**src/rtl/seq_divider_pkg.sv**
```systemverilog
// Shared constants for the multi-cycle restoring divider: state encoding,
// default operand widths and the iteration-counter width helper.
package seq_divider_pkg;

  localparam int DEF_DIVIDEND_W = 8;
  localparam int DEF_DIVISOR_W  = 7;

  localparam logic [1:0] ST_IDLE = 2'd0;
  localparam logic [1:0] ST_RUN  = 2'd1;
  localparam logic [1:0] ST_DONE = 2'd2;

  function automatic int cnt_w(input int w);
    return $clog2(w + 1);
  endfunction

endpackage

```
**src/rtl/seq_divider_ctrl.sv**
```systemverilog
// Divider sequencer: IDLE/RUN/DONE FSM plus iteration counter, emitting
// load/iterate/finish strobes for the datapath.
module seq_divider_ctrl
  import seq_divider_pkg::*;
#(
  parameter int DIVIDEND_W = DEF_DIVIDEND_W
) (
  input  logic clk_i,
  input  logic rst_ni,
  input  logic start_i,
  input  logic dz_i,
  output logic load_o,
  output logic iter_o,
  output logic fin_o,
  output logic busy_o,
  output logic valid_o
);

  localparam int CW = cnt_w(DIVIDEND_W);
  localparam logic [CW-1:0] LAST = CW'(DIVIDEND_W - 1);

  logic [1:0]    state_q, state_d;
  logic [CW-1:0] cnt_q, cnt_d;

  assign load_o  = start_i && (state_q != ST_RUN);
  assign iter_o  = (state_q == ST_RUN);
  // A zero divisor finishes on the first RUN edge instead of iterating.
  assign fin_o   = (state_q == ST_RUN) && (dz_i || (cnt_q == LAST));
  assign busy_o  = (state_q == ST_RUN);
  assign valid_o = (state_q == ST_DONE);

  always_comb begin
    state_d = state_q;
    cnt_d   = cnt_q;
    case (state_q)
      ST_RUN: begin
        cnt_d = cnt_q + CW'(1);
        if (fin_o) begin
          state_d = ST_DONE;
          cnt_d   = '0;
        end
      end
      default: begin
        if (start_i) begin
          state_d = ST_RUN;
          cnt_d   = '0;
        end
      end
    endcase
  end

  always_ff @(posedge clk_i or negedge rst_ni) begin
    if (!rst_ni) begin
      state_q <= ST_IDLE;
      cnt_q   <= '0;
    end else begin
      state_q <= state_d;
      cnt_q   <= cnt_d;
    end
  end

endmodule

```
**src/rtl/seq_divider.sv**
```systemverilog
// Parametrised restoring divider with busy/valid handshake and divide-by-zero
// flag. Define SIGNED_DIV_EN to add the sgn port and two's-complement mode.
module seq_divider
  import seq_divider_pkg::*;
#(
  parameter int DIVIDEND_W = DEF_DIVIDEND_W,
  parameter int DIVISOR_W  = DEF_DIVISOR_W
) (
  input  logic                  clk,
  input  logic                  reset,
  input  logic                  start,
  input  logic [DIVIDEND_W-1:0] dividendin,
  input  logic [DIVISOR_W-1:0]  divisorin,
  output logic                  busy,
  output logic                  valid,
  output logic [DIVIDEND_W-1:0] quotient,
  output logic [DIVISOR_W-1:0]  remainder,
  output logic                  dbz
`ifdef SIGNED_DIV_EN
  ,
  input  logic                  sgn
`endif
);

  if (DIVIDEND_W < 2 || DIVIDEND_W > 32 || DIVISOR_W < 2 || DIVISOR_W > DIVIDEND_W) begin : g_bad_w
    $error("seq_divider: illegal DIVIDEND_W/DIVISOR_W combination");
  end

  logic s;
`ifdef SIGNED_DIV_EN
  assign s = sgn;
`else
  assign s = 1'b0;
`endif

  logic load, iter, fin;
  logic [DIVIDEND_W-1:0] dvd_q, quo_q;
  logic [DIVISOR_W-1:0]  pr_q, dvs_q, rem_q;
  logic                  dz_q, neg_q, rneg_q, dbz_q;

  seq_divider_ctrl #(.DIVIDEND_W(DIVIDEND_W)) u_ctrl (
    .clk_i   (clk),
    .rst_ni  (reset),
    .start_i (start),
    .dz_i    (dz_q),
    .load_o  (load),
    .iter_o  (iter),
    .fin_o   (fin),
    .busy_o  (busy),
    .valid_o (valid)
  );

  // Operand magnitudes; the RUN loop is always unsigned.
  logic                  dvd_neg, dvs_neg;
  logic [DIVIDEND_W-1:0] dvd_mag;
  logic [DIVISOR_W-1:0]  dvs_mag;
  assign dvd_neg = s & dividendin[DIVIDEND_W-1];
  assign dvs_neg = s & divisorin[DIVISOR_W-1];
  assign dvd_mag = dvd_neg ? -dividendin : dividendin;
  assign dvs_mag = dvs_neg ? -divisorin : divisorin;

  logic [DIVISOR_W:0]    pr_sh, sub;
  logic                  qbit;
  logic [DIVISOR_W-1:0]  pr_nx, r_fix;
  logic [DIVIDEND_W-1:0] dvd_nx, q_fix;
  always_comb begin
    pr_sh  = {pr_q, dvd_q[DIVIDEND_W-1]};
    qbit   = (pr_sh >= {1'b0, dvs_q});
    sub    = pr_sh - {1'b0, dvs_q};
    pr_nx  = DIVISOR_W'(qbit ? sub : pr_sh);
    dvd_nx = {dvd_q[DIVIDEND_W-2:0], qbit};
    q_fix  = neg_q ? -dvd_nx : dvd_nx;
    r_fix  = rneg_q ? -pr_nx : pr_nx;
  end

  always_ff @(posedge clk or negedge reset) begin
    if (!reset) begin
      dvd_q  <= '0;
      pr_q   <= '0;
      dvs_q  <= '0;
      dz_q   <= 1'b0;
      neg_q  <= 1'b0;
      rneg_q <= 1'b0;
      quo_q  <= '0;
      rem_q  <= '0;
      dbz_q  <= 1'b0;
    end else if (load) begin
      dvd_q  <= dvd_mag;
      pr_q   <= '0;
      dvs_q  <= dvs_mag;
      dz_q   <= (divisorin == '0);
      neg_q  <= dvd_neg ^ dvs_neg;
      rneg_q <= dvd_neg;
      dbz_q  <= 1'b0;
    end else if (iter) begin
      dvd_q <= dvd_nx;
      pr_q  <= pr_nx;
      if (fin) begin
        quo_q <= dz_q ? '1 : q_fix;
        rem_q <= dz_q ? '0 : r_fix;
        dbz_q <= dz_q;
      end
    end
  end

  assign quotient  = quo_q;
  assign remainder = rem_q;
  assign dbz       = dbz_q;

endmodule

```
**config.mk**
```make
export PLATFORM = sky130hd
export DESIGN_NAME = seq_divider
export DESIGN_NICKNAME = d
export VERILOG_FILES = /design/src/rtl/seq_divider_pkg.sv /design/src/rtl/seq_divider_ctrl.sv /design/src/rtl/seq_divider.sv
export SDC_FILE = /design/constraint.sdc
export NUM_CORES = 1
export LEC_CHECK = 0
export ABC_AREA = 0
export ABC_CLOCK_PERIOD_IN_PS = 3100
export BUFFER_PORTS_ARGS = -buffer_cell sky130_fd_sc_hd__buf_2
export CAP_MARGIN = 30
export CORE_UTILIZATION = 50
export CTS_CLUSTER_DIAMETER = 120
export DETAILED_ROUTE_END_ITERATION = 16
export HOLD_SLACK_MARGIN = 0.05
export PLACE_DENSITY = 0.73
export REMOVE_ABC_BUFFERS = 1
export SKIP_CTS_REPAIR_TIMING = 1
export SLEW_MARGIN = 10
export SYNTH_ARGS = -nofsm -noshare
export SYNTH_HDL_FRONTEND = slang
export SYNTH_HIERARCHICAL = 1
export SYNTH_SLANG_ARGS = --single-unit
```
**constraint.sdc**
```tcl
create_clock -name clk -period 3.1 [get_ports clk]
set_clock_uncertainty 0.2 [all_clocks]
set_input_delay 0.155 -clock clk [delete_from_list [all_inputs] [get_ports clk]]
set_output_delay 0.155 -clock clk [all_outputs]
set_load 0.05 [all_outputs]
```
==> results.sh, run 1 <==
export IMPL_rr_startpoint="dvd_q[7]"
export IMPL_drive_above_1_share_pct=20.5
export IMPL_route_detailed_drc=0
export IMPL_ys_warn_count=6
export IMPL_grt_pass1_wl_um=8150
export IMPL_ioPinCount=36
export IMPL_fp_dieH_um=71.7
export IMPL_start_kind="flip-flop"
export IMPL_netlist_instances=248
export IMPL_synth_top_area_cell="dfrtp_1"
export IMPL_final_cell_mix="dfrtp_1 (45), buf_2 (35), nand2_1 (30), o21ai_0 (27), nor2_1 (21)"
export IMPL_gp_congestion=0.901
export IMPL_synth_distinct_cells=48
export IMPL_wl_per_cell_um=14.5
export IMPL_grt_pass1_vias=1714
export IMPL_synth_area_sq_um=2430
export IMPL_synth_area_leaders="dfrtp_1 (46%), o21ai_0 (5.6%), mux2i_1 (5.4%)"
export IMPL_finalSetupViolCount=0
export IMPL_hold_violations=0
export IMPL_final_core_util_pct=64.1
export IMPL_clk_latency_ns=0.30
export IMPL_cts_buffers=5
export IMPL_cts_tree="yes"
export IMPL_finalWorstPathRequiredPeriod_ns=2.62
export IMPL_track_usage_pct=20.5
export IMPL_synth_edf_count=0
export IMPL_cp_required_ns=3.09
export IMPL_tightest_slew_ns=0.550
export IMPL_ant_nets=0
export IMPL_antenna_cells=0
export IMPL_relSlewSlack_pct=63.4
export IMPL_path_class="reg -> reg"
export IMPL_drt_first_pass_iters=4
export IMPL_syn_avg_cell_area_sq_um=9.79
export IMPL_cp_end_kind="flip-flop"
export IMPL_start_util_pct=53.9
export IMPL_holdCritPathClass="in -> async"
export IMPL_drv_cap=0
export IMPL_dieArea_sq_um=5140
export IMPL_grt_overflow=0
export IMPL_grt_max_degree=42
export IMPL_r2r_slack_ns=0.48
export IMPL_antenna_found_initial=0
export IMPL_cts_max_path_buffers=2
export IMPL_fp_row_count=24
export IMPL_areaGrowthSynthToFinish_pct=18.9
export IMPL_setup_ws_ns=0.478
export IMPL_clk_pin_slew_worst_paths_ns=0.09
export IMPL_finalCritPeriodShare_pct=84.6
export IMPL_fp_dieW_um=71.7
export IMPL_io_buffers=35
export IMPL_synthArstFlopShare_pct=100
export IMPL_fmax_mhz=381
export IMPL_dp_hpwl_um=3350
export IMPL_core_sq_um=4500
export IMPL_synthFlopType="dfrtp_1"
export IMPL_arrival_ns=2.61
export IMPL_setup_tns_final_ns=0
export IMPL_cts_root_buf="clkbuf_8"
export IMPL_netlist_area_leader_share_pct=46.4
export IMPL_place_ws_ns=0.369
export IMPL_status="completed"
export IMPL_startpoint="dvd_q[7]"
export IMPL_crit_fanout=9
export IMPL_drt_iter0_drc=86
export IMPL_ys_ff_latch=45
export IMPL_final_common_cell="dfrtp_1"
export IMPL_ys_seq_area_share_pct=46.4
export IMPL_clock_sinks=45
export IMPL_via_per_inst=5.58
export IMPL_final_nets=324
export IMPL_htreeDepth=2
export IMPL_rsz0062_at_grt="no"
export IMPL_slew_viol_final=0
export IMPL_finalWirelength_um=5090
export IMPL_vias=1954
==> critical path, stage by stage, from the launching register on <==
cell and delay, ns:
dfrtp_1 0.35, inv_1 0.06, ha_1 0.21, fa_1 0.40
nand2b_2 0.23, a211oi_2 0.21, nor3_2 0.10, buf_4 0.19
or4b_1 0.46, o311ai_0 0.10
==> registers in the layout (all words and copies together), names as in the netlist <==
register	flops
dz_q	1
remainder	7
dvd_q	8
dvs_q	7
u_ctrl/state_q	2
pr_q	7
u_ctrl/cnt_q	4
dbz	1
quotient	8
==> cells by family after synthesis <==
logic type	after synthesis	synth area share, %
flops	45	46.4
simple gates	79	16.2
mux	16	7.06
fa+ha+maj	9	4.95
buf+inv	33	7.16
compound gates	63	17.2
xor+xnor	3	1.08
==> Yosys cell counts (2+ instances only) <==
library cell	count
dfrtp_1	45
clkbuf_8	2
a31oi_1	2
o21ai_0	27
nand3_1	5
buf_4	2
mux2i_1	13
a211oi_1	6
a21o_1	2
a2111o_1	2
inv_1	18
xnor2_1	2
a211oi_2	2
nand2b_1	3
nand2_1	30
mux2_4	2
a21oi_1	7
a221oi_1	2
clkbuf_1	8
nor2_1	21
o311ai_1	2
buf_6	3
nor3b_1	2
ha_1	8
o31ai_2	2
o31ai_1	5
nor2b_1	4
==> per-stage QoR <==
stage	area, sq um	hold slack (ns)	cells
floorplan	2320	-0.341	233
global placement	2590	0.161	323
detailed placement	2610	-0.0740	324
CTS	2710	-0.404	332
global route	2890	0.160	350
finish	2890	0.119	350
==> final timing paths <==
| kind | end | cells after the start |
|---|---|---|
| hold / removal | u_ctrl/cnt_q[1] | 2 |
| hold reg to reg | remainder[6] | 2 |
| setup reg to reg | pr_q[1] | 9 |
| setup / recovery | pr_q[1] | 9 |
| min in group clk | remainder[6] | 2 |
| max in group asynchronous | remainder[0] | 3 |
==> final cells by class <==
type | count | area (sq um)
Timing Repair Buffer | 57 | 395
Sequential cell | 45 | 1130
Tap cell | 52 | 65.1
Clock inverter | 2 | 17.5
Inverter | 18 | 67.6
Clock buffer | 6 | 82.6
Multi-Input combinational cell | 170 | 1130
Fill cell | 355 | 1620
==> metal layers <==
metal,GRT usage [%],part of all wire (%),vias up
met5,0,0,-
met4,8.50,1.9,0
met3,3.38,4.2,9
met2,32.3,48,52
met1,28.2,46,929
li1,-,-,964
Power of run 1 is left out: the tool's default activity adds up to more than one toggle a clock period on the data nets, which glitch-free logic cannot reach.
==> run 2, diff against run 1 <==
--- a/config.mk
+++ b/config.mk
@@ -6,7 +6,7 @@
 export NUM_CORES = 1
 export LEC_CHECK = 0
 export ABC_AREA = 0
-export ABC_CLOCK_PERIOD_IN_PS = 3100
+export ABC_CLOCK_PERIOD_IN_PS = 2500
 export BUFFER_PORTS_ARGS = -buffer_cell sky130_fd_sc_hd__buf_2
 export CAP_MARGIN = 30
 export CORE_UTILIZATION = 50
==> constraint.sdc (replaced) <==
create_clock -name clk -period 2.5 [get_ports clk]
set_clock_uncertainty 0.2 [all_clocks]
set_input_delay 0.125 -clock clk [delete_from_list [all_inputs] [get_ports clk]]
set_output_delay 0.125 -clock clk [all_outputs]
set_load 0.05 [all_outputs]
==> run 2 against run 1 <==
  * Critical path depth unchanged
  * Final area increased by 6.2%
  * Non-clock buffer count increased by 18
  * Die area unchanged
  * Sequential share of layout area decreased by 2.3 points
  * Worst hold slack got worse by 0.0050 ns
  * Fmax increased by 9.0%
  * Worst setup slack got worse by 0.38 ns
  * Routed wire length increased by 3.0%
  * Final cell count increased by 5.1%
  * Via count increased by 1.8%
  * Core utilization increased by 4.0 points
  * Largest cell class unchanged
  * Highest routed layer unchanged
==> results.sh, run 2 (synthesis results as in run 1) <==
export IMPL_final_cell_area_sq_um=3070
export IMPL_dp_cells=340
export IMPL_dp_hpwl_um=3490
export IMPL_path_class="reg -> reg"
export IMPL_startpoint="dvd_q[7]"
export IMPL_io_buffers=35
export IMPL_final_cell_mix="dfrtp_1 (45), buf_2 (35), nand2_1 (30), o21ai_0 (27), buf_4 (22)"
export IMPL_grt_pass1_wl_um=8600
export IMPL_status="completed"
export IMPL_r2r_end="remainder[6]"
export IMPL_areaGrowthSynthToFinish_pct=26.3
export IMPL_rsz0062_at_grt="no"
export IMPL_finalWirelength_um=5240
export IMPL_clk_latency_ns=0.31
export IMPL_r2r_slack_ns=0.09
export IMPL_dieArea_sq_um=5140
export IMPL_crit_slowest_cell="a2111o_1"
export IMPL_cp_num_buf_inv=2
export IMPL_fillers=360
export IMPL_finalSetupViolCount=0
export IMPL_via_per_inst=5.40
export IMPL_grt_pass1_vias=1912
export IMPL_start_kind="flip-flop"
export IMPL_antenna_cells=0
export IMPL_wl_per_cell_um=14.2
export IMPL_final_nets=342
export IMPL_rr_startpoint="dvd_q[7]"
export IMPL_grt_max_degree=34
export IMPL_arrival_ns=2.42
export IMPL_cts_root_buf="clkbuf_8"
export IMPL_track_usage_pct=21.4
export IMPL_vias=1989
export IMPL_core_sq_um=4500
export IMPL_cts_max_path_buffers=2
export IMPL_finalCritPeriodShare_pct=96.2
export IMPL_clk_pin_slew_worst_paths_ns=0.10
export IMPL_drt_first_pass_iters=4
export IMPL_drt_iter0_drc=97
export IMPL_fp_row_count=24
export IMPL_worst_hold_slack_ns=0.114
export IMPL_finalWorstPathRequiredPeriod_ns=2.41
export IMPL_post_dp_cell_area_sq_um=2730
export IMPL_fmax_mhz=416
export IMPL_max_stage_delay_ns=0.36
export IMPL_cp_required_ns=2.51
export IMPL_layout_cells_non_filler=368
export IMPL_grt_overflow=0
export IMPL_ant_nets=0
export IMPL_antenna_found_initial=0
export IMPL_slew_viol_final=0
export IMPL_drive_above_1_share_pct=25.9
export IMPL_htreeDepth=2
export IMPL_start_util_pct=53.9
export IMPL_relSlewSlack_pct=65.0
export IMPL_cts_buffers=5
export IMPL_ff2ff_path_depth=9
export IMPL_cp_end_kind="flip-flop"
export IMPL_ioPinCount=36
export IMPL_path_delay_family="compound AO/OA/AOI/OAI gates"
export IMPL_gp_congestion=0.838
export IMPL_crit_fanout=3
export IMPL_tightest_slew_ns=0.525
export IMPL_drv_cap=0
export IMPL_fp_dieH_um=71.7
export IMPL_clock_sinks=45
export IMPL_fp_dieW_um=71.7
export IMPL_final_common_cell="dfrtp_1"
export IMPL_cts_tree="yes"
export IMPL_path_cells="inv_1 > ha_2 > fa_2 > nand2b_4 > buf_4 > a2111o_1 > o311ai_1 > mux2i_1 > o31ai_1"
export IMPL_hold_violations=0
export IMPL_holdCritPathClass="in -> async"
export IMPL_route_detailed_drc=0
run 2: worst reg2reg max path, stage by stage, from the launching register on:
cell      delay, ns
dfrtp_1        0.34
inv_1          0.06
ha_2           0.19
fa_2           0.34
nand2b_4       0.16
buf_4          0.14
a2111o_1       0.36
o311ai_1       0.10
mux2i_1        0.18
o31ai_1        0.25
run 2: metal layers:
layer  GRT usage [%]  part of all wire [%]  up-vias
li1                -                     -      993
met2            35.5                    48       53
met5               0                     0        -
met1            27.5                    46      932
met4            8.06                   1.8        0
met3            4.92                   4.2       11
run 2: layout make-up:
class | instances | area, sq um | share of cell area (%)
clock inverters | 3 | 47.5 | 1.55
multi-input cells | 170 | 1160 | 37.9
flip-flops and latches | 45 | 1130 | 36.7
inverters | 18 | 67.6 | 2.20
clock buffers | 5 | 68.8 | 2.24
well taps | 52 | 65.1 | 2.12
repair buffers | 75 | 531 | 17.3
run 2: metrics by stage:
step	setup slack [ns]	utilization (%)	TNS, ns
2_1_floorplan	-2.11	-	-71.43
3_3_place_gp	0.0270	60.6	0
3_5_place_dp	-0.0323	60.6	-0.0346
4_1_cts	-0.107	63.2	-0.404
5_1_grt	0.0135	68.1	0
6_report	0.0944	68.1	0
run 2: worst max-delay path by stage:
| stage | endpoint | slack, ns | cells after the start |
|---|---|---|---|
| final | remainder[6] | 0.09 | 9 |
| after global routing | pr_q[5] | 0.01 | 7 |
| after CTS | pr_q[0] | -0.11 | 6 |
| after detailed placement | pr_q[0] | -0.03 | 6 |
| after global placement | pr_q[6] | 0.03 | 9 |
| after floorplan | remainder[2] | -2.11 | 4 |
Power of run 2 is left out for the same reason.
==> run 3, diff against run 2 <==
--- a/config.mk
+++ b/config.mk
@@ -9,11 +9,11 @@
 export ABC_CLOCK_PERIOD_IN_PS = 2500
 export BUFFER_PORTS_ARGS = -buffer_cell sky130_fd_sc_hd__buf_2
 export CAP_MARGIN = 30
-export CORE_UTILIZATION = 50
+export CORE_UTILIZATION = 57
 export CTS_CLUSTER_DIAMETER = 120
 export DETAILED_ROUTE_END_ITERATION = 16
 export HOLD_SLACK_MARGIN = 0.05
-export PLACE_DENSITY = 0.73
+export PLACE_DENSITY = 0.82
 export REMOVE_ABC_BUFFERS = 1
 export SKIP_CTS_REPAIR_TIMING = 1
 export SLEW_MARGIN = 10
==> run 3 against run 2 <==
  * Global-route usage increased by 3.7 points
  * Worst setup slack got worse by 0.047 ns
  * Largest cell class unchanged
  * Critical endpoint is now pr_q[1]
  * Via count increased by 5.3%
  * Final cell count decreased by 1.4%
  * Worst hold slack got worse by 0.024 ns
==> results.sh, run 3 (synthesis results as in run 1) <==
export IMPL_rsz0062_at_grt="yes"
export IMPL_ff2ff_path_depth=9
export IMPL_slew_viol_final=0
export IMPL_ant_nets=0
export IMPL_ioPinCount=36
export IMPL_max_stage_delay_ns=0.48
export IMPL_finalWirelength_um=5520
export IMPL_grt_pass1_vias=1821
export IMPL_arrival_ns=2.46
export IMPL_drv_cap=0
export IMPL_path_cells="inv_1 > ha_2 > fa_2 > nand2b_4 > a211oi_2 > nor3_2 > buf_6 > or4b_4 > o311ai_2"
export IMPL_route_detailed_drc=0
export IMPL_track_usage_pct=25.2
export IMPL_antenna_cells=0
export IMPL_grt_max_degree=41
export IMPL_holdCritPathClass="in -> async"
export IMPL_relSlewSlack_pct=69.6
export IMPL_finalWorstPathRequiredPeriod_ns=2.45
export IMPL_finalSetupViolCount=0
export IMPL_cp_end_kind="flip-flop"
export IMPL_startpoint="dvd_q[7]"
export IMPL_finalCritPeriodShare_pct=98.1
export IMPL_drt_iter0_drc=170
export IMPL_r2r_end="pr_q[1]"
export IMPL_grt_overflow=0
export IMPL_final_common_cell="dfrtp_1"
export IMPL_gp_congestion=0.905
export IMPL_worst_hold_slack_ns=0.0897
export IMPL_fp_dieW_um=67.3
export IMPL_crit_fanout=7
export IMPL_path_class="reg -> reg"
export IMPL_drive_above_1_share_pct=25.6
export IMPL_cts_max_path_buffers=2
export IMPL_rr_startpoint="dvd_q[7]"
export IMPL_fp_dieH_um=67.3
export IMPL_status="completed"
export IMPL_areaGrowthSynthToFinish_pct=25.1
export IMPL_drt_first_pass_iters=4
export IMPL_vias=2094
export IMPL_start_util_pct=59.9
export IMPL_core_sq_um=4060
export IMPL_clk_latency_ns=0.30
export IMPL_wl_per_cell_um=15.2
export IMPL_grt_pass1_wl_um=8310
export IMPL_final_cell_mix="dfrtp_1 (45), buf_2 (35), nand2_1 (30), o21ai_0 (27), nor2_1 (21)"
export IMPL_clock_sinks=45
export IMPL_r2r_slack_ns=0.05
export IMPL_via_per_inst=5.77
export IMPL_cts_root_buf="clkbuf_8"
export IMPL_cp_required_ns=2.51
export IMPL_dieArea_sq_um=4530
export IMPL_cts_buffers=5
export IMPL_antenna_found_initial=0
export IMPL_fp_row_count=23
export IMPL_dp_hpwl_um=3590
export IMPL_start_kind="flip-flop"
export IMPL_final_nets=340
export IMPL_path_delay_family="simple AND/OR/NAND/NOR gates"
export IMPL_crit_slowest_cell="or4b_4"
export IMPL_fmax_mhz=408
export IMPL_dp_cells=335
export IMPL_cp_num_buf_inv=2
export IMPL_hold_violations=0
export IMPL_io_buffers=35
export IMPL_clk_pin_slew_worst_paths_ns=0.09
export IMPL_cts_tree="yes"
export IMPL_htreeDepth=2
export IMPL_layout_cells_non_filler=363
export IMPL_tightest_slew_ns=0.456
## run 3: cell count changes in the layout (fill, tap and decap cells not counted)
cell / delta
o311ai_0: -1
a211oi_1: +1
o311ai_2: +1
a211oi_4: -1
or4b_4: +1
or4b_1: -1
inv_6: -1
nor3_2: +1
buf_4: -3
nor3_4: -1
buf_6: +1
## run 3: final cells by class
cell class | instances | area [sq um]
Sequential cell | 45 | 1130
Fill cell | 266 | 1020
Multi-Input combinational cell | 170 | 1150
Timing Repair Buffer | 73 | 519
Clock buffer | 5 | 68.8
Clock inverter | 2 | 38.8
Inverter | 18 | 67.6
Tap cell | 50 | 62.6
## run 3: how the worst max path moves through the flow
stage	end	slack, ns	depth (start not counted)
detailed placement	pr_q[0]	-0.11	8
finish	pr_q[1]	0.05	9
CTS	pr_q[0]	-0.13	8
global placement	pr_q[0]	0.02	6
global route	quotient[1]	-0.02	9
floorplan	remainder[2]	-2.11	4
## run 3: layer usage
metal  vias up  GRT usage [%]  routed length, um
li1        997              -                  -
met1      1016           32.2               2390
met2        69           41.3               2810
met5         -              0                  0
met4         0           9.04                 95
met3        12           6.08                218
## run 3: stage by stage
stage          cell area [sq um]  utilization, %  TNS, ns  setup slack, ns
2_1_floorplan               2320               -   -71.43            -2.11
5_1_grt                     3040            74.9  -0.0221          -0.0221
4_1_cts                     2810            69.3   -0.932           -0.129
6_report                    3040            74.9        0           0.0478
3_5_place_dp                2710            66.7   -0.630           -0.105
3_3_place_gp                2690            66.2        0           0.0164
Power of run 3 is left out for the same reason.
